===== src/rtl/ddr_req_arbiter.sv =====
// ddr_req_arbiter
// Two-master round-robin request arbiter in front of the DDR controller.
// It turns valid/ready requests into single-cycle write_req/read_req pulses,
// spaced at least three cycles apart, and keeps an in-order tag FIFO so each
// rd_valid return is routed back to the master that issued the read.
//
// Ports:
//   clk, rst                 clock, asynchronous active-high reset
//   mX_valid/we/addr/bank/wdata  master X request (X = 0, 1)
//   mX_ready                 request accepted this cycle (combinational)
//   mX_rvalid/rdata          routed read return (registered, one-cycle pulse)
//   write_req, read_req      one-cycle pulses to the controller
//   addr_out/bank_out/wdata_out  captured request fields, held until next grant
//   ctrl_ready               controller wr_ready
//   rd_valid_in, rd_data_in  controller read return
//   rd_orphan_err            sticky: a return arrived with no outstanding tag
module ddr_req_arbiter #(
  parameter int ADDR_WIDTH         = 13,
  parameter int BANK_WIDTH         = 2,
  parameter int DATA_WIDTH         = 16,
  parameter int MAX_RD_OUTSTANDING = 4
) (
  input  logic                  clk,
  input  logic                  rst,
  input  logic                  m0_valid,
  input  logic                  m1_valid,
  output logic                  m0_ready,
  output logic                  m1_ready,
  input  logic                  m0_we,
  input  logic                  m1_we,
  input  logic [ADDR_WIDTH-1:0] m0_addr,
  input  logic [ADDR_WIDTH-1:0] m1_addr,
  input  logic [BANK_WIDTH-1:0] m0_bank,
  input  logic [BANK_WIDTH-1:0] m1_bank,
  input  logic [DATA_WIDTH-1:0] m0_wdata,
  input  logic [DATA_WIDTH-1:0] m1_wdata,
  output logic                  m0_rvalid,
  output logic                  m1_rvalid,
  output logic [DATA_WIDTH-1:0] m0_rdata,
  output logic [DATA_WIDTH-1:0] m1_rdata,
  output logic                  write_req,
  output logic                  read_req,
  output logic [ADDR_WIDTH-1:0] addr_out,
  output logic [BANK_WIDTH-1:0] bank_out,
  output logic [DATA_WIDTH-1:0] wdata_out,
  input  logic                  ctrl_ready,
  input  logic                  rd_valid_in,
  input  logic [DATA_WIDTH-1:0] rd_data_in,
  output logic                  rd_orphan_err
);

  localparam int PTR_W = (MAX_RD_OUTSTANDING > 1) ? $clog2(MAX_RD_OUTSTANDING) : 1;
  localparam int CNT_W = PTR_W + 1;

  typedef enum logic [1:0] {
    IDLE  = 2'd0,
    ISSUE = 2'd1,
    GAP   = 2'd2
  } state_t;

  state_t                state_q, state_d;
  logic                  last_grant_q;
  logic                  is_wr_q;
  logic [ADDR_WIDTH-1:0] addr_q;
  logic [BANK_WIDTH-1:0] bank_q;
  logic [DATA_WIDTH-1:0] wdata_q;

  logic                  tag_mem_q [MAX_RD_OUTSTANDING];
  logic [PTR_W-1:0]      head_q, tail_q;
  logic [CNT_W-1:0]      count_q;

  logic                  m0_rvalid_q, m1_rvalid_q;
  logic [DATA_WIDTH-1:0] m0_rdata_q, m1_rdata_q;
  logic                  orphan_q;

  logic fifo_full, fifo_empty;
  logic elig0, elig1, can_grant, gnt0, gnt1, grant, gnt_we;
  logic push, pop, head_tag;

  assign fifo_full  = (count_q == CNT_W'(MAX_RD_OUTSTANDING));
  assign fifo_empty = (count_q == '0);

  // A read is only eligible while a tag slot is free, so the FIFO never overflows.
  assign elig0 = m0_valid & (m0_we | ~fifo_full);
  assign elig1 = m1_valid & (m1_we | ~fifo_full);

  // rst gates ready so neither master sees an acceptance while reset is held.
  assign can_grant = (state_q == IDLE) & ctrl_ready & ~rst;

  // m1 wins only if alone, or if both contend and m0 was granted last.
  assign gnt1   = can_grant & elig1 & (~elig0 | ~last_grant_q);
  assign gnt0   = can_grant & elig0 & ~gnt1;
  assign grant  = gnt0 | gnt1;
  assign gnt_we = gnt1 ? m1_we : m0_we;

  assign push     = grant & ~gnt_we;
  assign pop      = rd_valid_in & ~fifo_empty;
  assign head_tag = tag_mem_q[head_q];

  always_comb begin
    state_d = state_q;
    case (state_q)
      IDLE:    if (grant) state_d = ISSUE;
      ISSUE:   state_d = GAP;
      GAP:     state_d = IDLE;
      default: state_d = IDLE;
    endcase
  end

  always_ff @(posedge clk or posedge rst) begin
    if (rst) begin
      state_q      <= IDLE;
      last_grant_q <= 1'b1;
      is_wr_q      <= 1'b0;
      addr_q       <= '0;
      bank_q       <= '0;
      wdata_q      <= '0;
    end else begin
      state_q <= state_d;
      if (grant) begin
        last_grant_q <= gnt1;
        is_wr_q      <= gnt_we;
        addr_q       <= gnt1 ? m1_addr  : m0_addr;
        bank_q       <= gnt1 ? m1_bank  : m0_bank;
        wdata_q      <= gnt1 ? m1_wdata : m0_wdata;
      end
    end
  end

  // Tag FIFO: one bit per outstanding read holding the issuing master id.
  always_ff @(posedge clk or posedge rst) begin
    if (rst) begin
      for (int unsigned i = 0; i < MAX_RD_OUTSTANDING; i++) tag_mem_q[i] <= 1'b0;
      head_q  <= '0;
      tail_q  <= '0;
      count_q <= '0;
    end else begin
      if (push) begin
        tag_mem_q[tail_q] <= gnt1;
        tail_q            <= tail_q + PTR_W'(1);
      end
      if (pop) head_q <= head_q + PTR_W'(1);
      case ({push, pop})
        2'b10:   count_q <= count_q + CNT_W'(1);
        2'b01:   count_q <= count_q - CNT_W'(1);
        default: count_q <= count_q;
      endcase
    end
  end

  // Read return routing; the non-addressed master's rdata keeps its last value.
  always_ff @(posedge clk or posedge rst) begin
    if (rst) begin
      m0_rvalid_q <= 1'b0;
      m1_rvalid_q <= 1'b0;
      m0_rdata_q  <= '0;
      m1_rdata_q  <= '0;
      orphan_q    <= 1'b0;
    end else begin
      m0_rvalid_q <= pop & ~head_tag;
      m1_rvalid_q <= pop & head_tag;
      if (pop & ~head_tag) m0_rdata_q <= rd_data_in;
      if (pop & head_tag)  m1_rdata_q <= rd_data_in;
      if (rd_valid_in & fifo_empty) orphan_q <= 1'b1;
    end
  end

  assign m0_ready      = gnt0;
  assign m1_ready      = gnt1;
  assign write_req     = (state_q == ISSUE) & is_wr_q;
  assign read_req      = (state_q == ISSUE) & ~is_wr_q;
  assign addr_out      = addr_q;
  assign bank_out      = bank_q;
  assign wdata_out     = wdata_q;
  assign m0_rvalid     = m0_rvalid_q;
  assign m1_rvalid     = m1_rvalid_q;
  assign m0_rdata      = m0_rdata_q;
  assign m1_rdata      = m1_rdata_q;
  assign rd_orphan_err = orphan_q;

endmodule


===== config.mk =====
export PLATFORM = sky130hd
export DESIGN_NAME = ddr_req_arbiter
export DESIGN_NICKNAME = d
export VERILOG_FILES = /design/src/rtl/ddr_req_arbiter.sv
export SDC_FILE = /design/constraint.sdc
export NUM_CORES = 1
export LEC_CHECK = 0
export CAP_MARGIN = 20
export CORE_MARGIN = 4
export CORE_UTILIZATION = 40
export DETAILED_ROUTE_END_ITERATION = 10
export PLACE_DENSITY = 0.86
export SLEW_MARGIN = 10
export SYNTH_ARGS = -nofsm -noshare
export SYNTH_HDL_FRONTEND = slang
export SYNTH_SLANG_ARGS = --single-unit

===== constraint.sdc =====
create_clock -name clk -period 6.5 [get_ports clk]
set_input_delay 1.95 -clock clk [delete_from_list [all_inputs] [get_ports clk]]
set_output_delay 1.95 -clock clk [all_outputs]
set_load 0.02 [all_outputs]

# Word level (Yosys, flattened, before mapping)
# Index checks and enable logic that the tools add are counted.
dict set report word_totals {
  input_bits 86
  mem_bits_rw 0
  ff_bits 81
  mem_count 0
  latchBits 0
  out_inout_bits 70
  rom_bits 0
  wordCells 77
}
dict set report op_classes {
  eq_ne 5
  shift 0
  reduce_logical 4
  bitwise 30
  muxes 13
  div_mod_pow 0
  addsub 4
  mul 0
  magnitude_cmp 3
}
# operator count
set op_table {}
lappend op_table {{$mux 16} 1}
lappend op_table {{$and 1x1->1} 15}
lappend op_table {{$mux 13} 1}
lappend op_table {{$not 1->1} 9}
lappend op_table {{$ge 3x3->1 const B} 2}
lappend op_table {{$not 2->3} 2}
lappend op_table {{$pmux 3 s2} 1}
lappend op_table {{$add 2x1->2 const B} 2}
lappend op_table {{$bwmux 4} 1}
lappend op_table {{$eq 2x1->1 const B} 2}
lappend op_table {{$mux 1} 4}
lappend op_table {{$mux 2} 2}
lappend op_table {{$or 1x1->1} 4}
lappend op_table {{$pmux 2 s2} 1}
lappend op_table {{$add 3x1->3 const B} 1}
lappend op_table {{$eq 3x3->1 const B} 1}
lappend op_table {{$logic_not 3->1} 1}
lappend op_table {{$lt 3x1->1 const B} 1}
lappend op_table {{$sub 3x1->3 const B} 1}
lappend op_table {{$bmux 1 s2} 1}
lappend op_table {{$demux 1 s2} 1}
lappend op_table {{$eq 2x2->1 const B} 1}
lappend op_table {{$logic_not 2->1} 1}
lappend op_table {{$ne 2x2->1 const B} 1}
lappend op_table {{2 further kinds} 2}

# Logic depth before layout (Yosys ltp)
# Gate-level depths: netlist of the first run.
dict set report logic_depth {
  ltp_word 13
  depth_mapped 9
  mapped_depth_nobuf 9
}

# Least setup slack after synthesis of the first run
# Ideal clock, no wire load.
dict set report synth_timing {
  kind {input to output}
  start {in m1_we}
  end {out m0_ready}
  setup_slack_ns 1.154
  path_buffers 1
  arrival_time_ns 3.396
  cell_stages 6
  required_time_ns 4.550
  cell_sequence {or4b_1 -> and2_1 -> clkbuf_1 -> nand3_1 -> inv_1 -> nor2_1}
}
dict set report synth_via {
  elab_chain_cells 6
}
# item line
set synth_rtl {}
lappend synth_rtl {{start, declared} 30} ;# input logic m1_we,
lappend synth_rtl {{$or 1x1->1} 85} ;# assign elig1 = m1_valid & (m1_we | ~fifo_full);
lappend synth_rtl {{$and 1x1->1} 85}
lappend synth_rtl {{$and 1x1->1 (2 in series)} 91} ;# assign gnt1 = can_grant & elig1 & (~elig0 | ~last_grant_q);
lappend synth_rtl {{named net m1_ready} 28} ;# output logic m1_ready,
lappend synth_rtl {{$not 1->1} 92} ;# assign gnt0 = can_grant & elig0 & ~gnt1;
lappend synth_rtl {{$and 1x1->1} 92}
lappend synth_rtl {{end, declared} 27} ;# output logic m0_ready,
# The timed path passes the listed nets, and every way through them passes these cells.

# Worst setup path in the final report of the first run
dict set report layout_timing {
  start {in m1_we}
  end {out m0_ready}
}
dict set report layout_via {
  elab_chain_cells 6
}
# item line
set layout_rtl {}
lappend layout_rtl {{$or 1x1->1} 85}
lappend layout_rtl {{$and 1x1->1} 85}
lappend layout_rtl {{$and 1x1->1 (2 in series)} 91}
lappend layout_rtl {{$not 1->1} 92}
lappend layout_rtl {{$and 1x1->1} 92}
# Every way passes these cells.

==> results.md, run 1 <==
Worst setup path:
- The reg2reg setup slack is between 3000 and 4000 ps.
- The worst setup path is captured at a primary output.
- STA puts the critical path data arrival time at 4000 ps.
- The worst setup path is launched from an input pin.
- The capturing point of the worst reg2reg path is count_q[2]$_DFFE_PP0P_.
- The worst setup path is of the input pin to primary output kind.
- The critical-path maximum fanout is 3.
- The startpoint of the worst-slack reg-to-reg timing path is count_q[0]$_DFFE_PP0P_.
- STA puts the critical path data required time at 4550 ps.
- The critical path starts at m1_we.
- Counting cells, the worst reg-to-reg path comes to 10.

Route:
- The number of vias per cell is about 5.6.
- The average wire per standard cell is 19.0 um.
- Detailed routing inserted a total of 3,201 vias.
- In the final routing, the length of wire on met1 measures 4.46 mm.
- The top layer reached by signal wires is met4.
- The total length of routed wires is about 11 mm.
- In this run the remaining antenna-violating nets after routing total 0.
- Wire segments on met2 add up to 4.97 mm in the final route.
- After detailed routing, the number of remaining DRC violations is 0.
- Wire segments on met3 add up to 1.33 mm in the final route.
- The DRC marker count from the first detailed-route iteration is 182.
- The first-pass iteration count of the detailed router is 4.

Clock tree:
- The clock net in this run drives a total of 81 sinks.
- After clock tree synthesis, the clock-pin slew on the worst setup and hold paths is 90 ps.
- For this design, the CTS-stage hold fixing added 0 buffers.
- Clock tree synthesis inserted a total of 9 buffers.
- The count of instances resized after the clock tree is built is 0.
- The number of setup buffers added after CTS is 0.
- No sink is reached through more buffers than the 2 on the longest clock path.
- The deepest level of the CTS H-tree is 3.
- The root cell of the clock tree is sky130_fd_sc_hd__clkbuf_8.
- At the later pin of the worst-skew pair, clock insertion delay measures 340 ps.
- The clock tree from TritonCTS is done.

Floorplan:
- The die is between 100 and 150 um tall.
- In this run the core area contains 34 standard-cell rows.
- In this run the horizontal extent of the chip is 104 um.
- The die footprint is between 0.01 and 0.015 mm2.
- The initial utilization of the core area, before any placement, comes to 41.7%.
- The I/O pin total is ~160.
- The area of the core is just under 0.009 mm2.

Hold path:
- In this run the worst hold path is classified as register to register.
- The terminating pin of the worst hold path is rd_orphan_err$_DFFE_PP0P_.
- The cell count of the worst hold path is 1.
- The startpoint identified for the worst hold timing path is rd_orphan_err$_DFFE_PP0P_.

STA:
- The maximum achievable frequency is 0.168 GHz.
- Setup repair after global routing left no endpoint under its margin.
- The transition time of the tightest slew-check pin is 877 ps.
- The number of failing hold endpoints at the final stage is 0.
- Measured against its own limit, the worst slew margin works out to 41.5%.
- Summed over all failing endpoints, the final setup total negative slack is 0 ps.
- The worst path in the final design needs a cycle of 5950 ps, including I/O delays and setup.
- Between clock sinks in the finished design, the worst skew comes to between 10 and 15 ps.
- The number of pins with negative max-slew slack in the final report is 0.
- The setup violation total in the final timing report is 0.
- In the finished design, the share of the clock period the worst path needs comes to 91.6%.

Yosys:
- The number of nets in the synthesized netlist is roughly 400.
- Synthesis produced 306 cells.
- The number of synthesis warnings is 0.
- After synthesis, the share of cell area in mux cells is 11.0%.
- After synthesis, the largest family of logic cells by area is compound AO/OA/AOI/OAI gates.
- The mean post-synth cell area is 12.1 um2.
- Summing the sequential cell areas from Yosys gives 54.7% of the chip area.
- The area fraction in compound gates after synthesis is between 20% and 30%.
- The number of different library cells used by synthesis comes to 38.
- After synthesis the netlist holds a flip-flop and latch count of 81.
- The area share of and/or/nand/nor cells after synthesis is approximately 4.7%.
- The parity-gate share of the synthesized area counting xor and xnor cells is 1.42%.
- The mapped netlist covers around 0.0037 mm2.
- Summing the areas of all fa, ha and maj instances in the mapped netlist gives 2.23% of the synthesized area.

Power and ir drop:
- The relative contribution of the clock network to total power is approximately 14%.
- The internal power contribution is 1.47 mW.
- The completed layout was analyzed and its total power is 2.37 mW.
- The reported net switching power is 0.898 mW.
- The sequential share of power is between 30 and 40%.
- The share of total power consumed by net switching is 37.9%.
- Combinational logic is responsible for between 40 and 50% of the overall power.
- Across the VDD grid, the largest voltage drop is about 0.00033 V.
- The analysis attributes to cell leakage a power of 2.22 nW.
- The power density over the cells is about 430 mW/mm2.

Placement:
- The final estimated routing congestion in global placement is approximately 0.8.
- The HPWL after detailed placement is 7.58 mm.
- Buffers placed on the I/O ports in this run total 155.
- The placed cell area is 0.00537 mm2.

GRT:
- Entering global routing, the biggest net connects 46 pins.
- For this run, the total global-route usage over all layers was measured as 20.1%.
- The number of global-route vias before repair was 3,486.
- The total global routing overflow is 0.
- The first-pass GRT wire length is approximately 18 mm.
- The number of antenna violations at the first check in global routing came to 0.

Layout:
- With fillers left out, the area of the finished cells amounts to 0.00555 mm2.
- Relative to the synthesized area, the layout overhead comes to 49.5%.
- For this run, the post-layout net count is between 500 and 600.
- The share of post-route cells with drive strength above 1 is 12.6%.
- The final core utilization is 62.4%.
- The number of antenna diodes in the final layout is 0.

Status:
- The flow ran to the end, and the final reports show no timing, DRC or antenna violations.

Flow run:
- The max-cap violation count is 0.
==> registers in the layout (all words and copies together) (netlist names), 3 cells and up <==
name,flops
tag_mem_q,4
count_q,3
wdata_out,16
m0_rdata,16
m1_rdata,16
addr_out,13
==> synthesized netlist by cell type (all sizes together) <==
| master | count | area [um2] |
|---|---|---|
| and3 | 2 | 17.5 |
| o31a | 1 | 8.76 |
| nor3 | 1 | 5.00 |
| a21o | 1 | 7.51 |
| or3b | 1 | 8.76 |
| a21oi | 4 | 20.0 |
| o2111ai | 1 | 8.76 |
| nand2b | 1 | 6.26 |
| dfstp | 1 | 26.3 |
| nor4b | 1 | 15.0 |
| ha | 5 | 62.6 |
| o21ai | 40 | 200 |
| xnor2 | 4 | 35.0 |
| nor2 | 5 | 21.3 |
| a22oi | 1 | 12.5 |
| o221ai | 1 | 8.76 |
| or4b | 2 | 23.8 |
| dfrtp | 80 | 2000 |
| fa | 1 | 20.0 |
| mux2 | 33 | 375 |
| mux4 | 1 | 22.5 |
| a311oi | 31 | 272 |
| buf | 8 | 40.0 |
| clkbuf | 16 | 60.1 |
| a2bb2oi | 31 | 272 |
| nand2 | 4 | 15.0 |
| xor2 | 2 | 17.5 |
| nand3 | 6 | 30.0 |
| inv | 15 | 56.3 |
| mux2i | 1 | 10.0 |
| nor2b | 3 | 18.8 |
| and2 | 2 | 12.5 |
==> worst max-delay path by stage <==
| stage | end | slack [ps] | depth (start not counted) |
|---|---|---|---|
| 2_1_floorplan | m0_ready | 1150 | 6 |
| 3_3_place_gp | m0_ready | 580 | 7 |
| 3_5_place_dp | m0_ready | 550 | 7 |
| 4_1_cts | m0_ready | 540 | 7 |
| 5_1_grt | m0_ready | 460 | 7 |
| 6_report | m0_ready | 550 | 7 |
==> critical path: stages <==
cell                              delay (ps)
sky130_fd_sc_hd__clkdlybuf4s50_1         440
sky130_fd_sc_hd__or4b_1                  540
sky130_fd_sc_hd__and2_1                  200
sky130_fd_sc_hd__nand3_1                 110
sky130_fd_sc_hd__inv_1                    60
sky130_fd_sc_hd__nor2_1                  100
sky130_fd_sc_hd__clkdlybuf4s50_1         610
==> logic make-up (layout without fill, tap and decap cells) <==
group / after synthesis / in the layout
AOI/OAI and AO/OA: 111 / 111
buffers and inverters: 39 / 195
DFF: 81 / 81
xor gates and xnor gates: 6 / 6
muxes: 35 / 35
and+or+nand+nor: 28 / 28
adders and majority gates: 6 / 6
==> metal layers <==
| metal | up-vias | GRT usage (%) |
|---|---|---|
| met5 | - | 0 |
| met4 | 0 | 4.46 |
| met3 | 10 | 9.31 |
| met2 | 159 | 33.0 |
| met1 | 1569 | 24.2 |
| li1 | 1463 | - |
==> metrics by stage <==
step           hold WS [ps]  setup WS, ps  std cells
6_report                468           548        570
5_1_grt                 510           456        570
4_1_cts                 474           542        570
3_5_place_dp            454           546        554
3_3_place_gp            449           582        554
2_1_floorplan           453          1150        306
==> layout make-up <==
class	instances	area [um2]
clock buffer	10	128
clock inverter	6	50.0
fill	707	3340
inverter	15	57.6
multi-input combinational	186	1530
sequential	81	2030
tap	108	135
timing repair buffer	164	1620
==> placed cells by master, fill, tap and decap left out, types with 2 or more instances in the layout <==
cell	n
sky130_fd_sc_hd__o21ai_0	38
sky130_fd_sc_hd__nor2b_1	3
sky130_fd_sc_hd__clkinv_4	2
sky130_fd_sc_hd__a311oi_1	31
sky130_fd_sc_hd__clkinvlp_4	2
sky130_fd_sc_hd__nand2_1	4
sky130_fd_sc_hd__o21ai_1	2
sky130_fd_sc_hd__clkdlybuf4s50_1	155
sky130_fd_sc_hd__nand3_1	6
sky130_fd_sc_hd__inv_1	14
sky130_fd_sc_hd__nor2_1	3
sky130_fd_sc_hd__xor2_1	2
sky130_fd_sc_hd__dfrtp_1	80
sky130_fd_sc_hd__a2bb2oi_1	31
sky130_fd_sc_hd__ha_1	5
sky130_fd_sc_hd__inv_6	2
sky130_fd_sc_hd__mux2_1	9
sky130_fd_sc_hd__and2_1	2
sky130_fd_sc_hd__a21oi_1	4
sky130_fd_sc_hd__xnor2_1	4
sky130_fd_sc_hd__clkbuf_8	9
sky130_fd_sc_hd__buf_4	9
sky130_fd_sc_hd__mux2_2	23
sky130_fd_sc_hd__nor2_2	2
==> power groups by stage <==
stage          clock network [mW]  logic [mW]  registers [mW]
2_1_floorplan                   0       0.441            1.06
3_3_place_gp                    0        1.16           0.851
3_5_place_dp                    0        1.19           0.868
4_1_cts                     0.347        1.19           0.861
5_1_grt                     0.370        1.26           0.892
6_report                    0.331        1.18           0.860
Power figures use the tool's default switching activity.
==> run 2, diff against run 1 <==
--- a/config.mk
+++ b/config.mk
@@ -9,6 +9,7 @@
 export CORE_MARGIN = 4
 export CORE_UTILIZATION = 40
 export DETAILED_ROUTE_END_ITERATION = 10
+export GPL_TIMING_DRIVEN = 1
 export PLACE_DENSITY = 0.86
 export SLEW_MARGIN = 10
 export SYNTH_ARGS = -nofsm -noshare
==> results of run 2 <==
Final layout, timing and power as in run 1 (identical DEF).
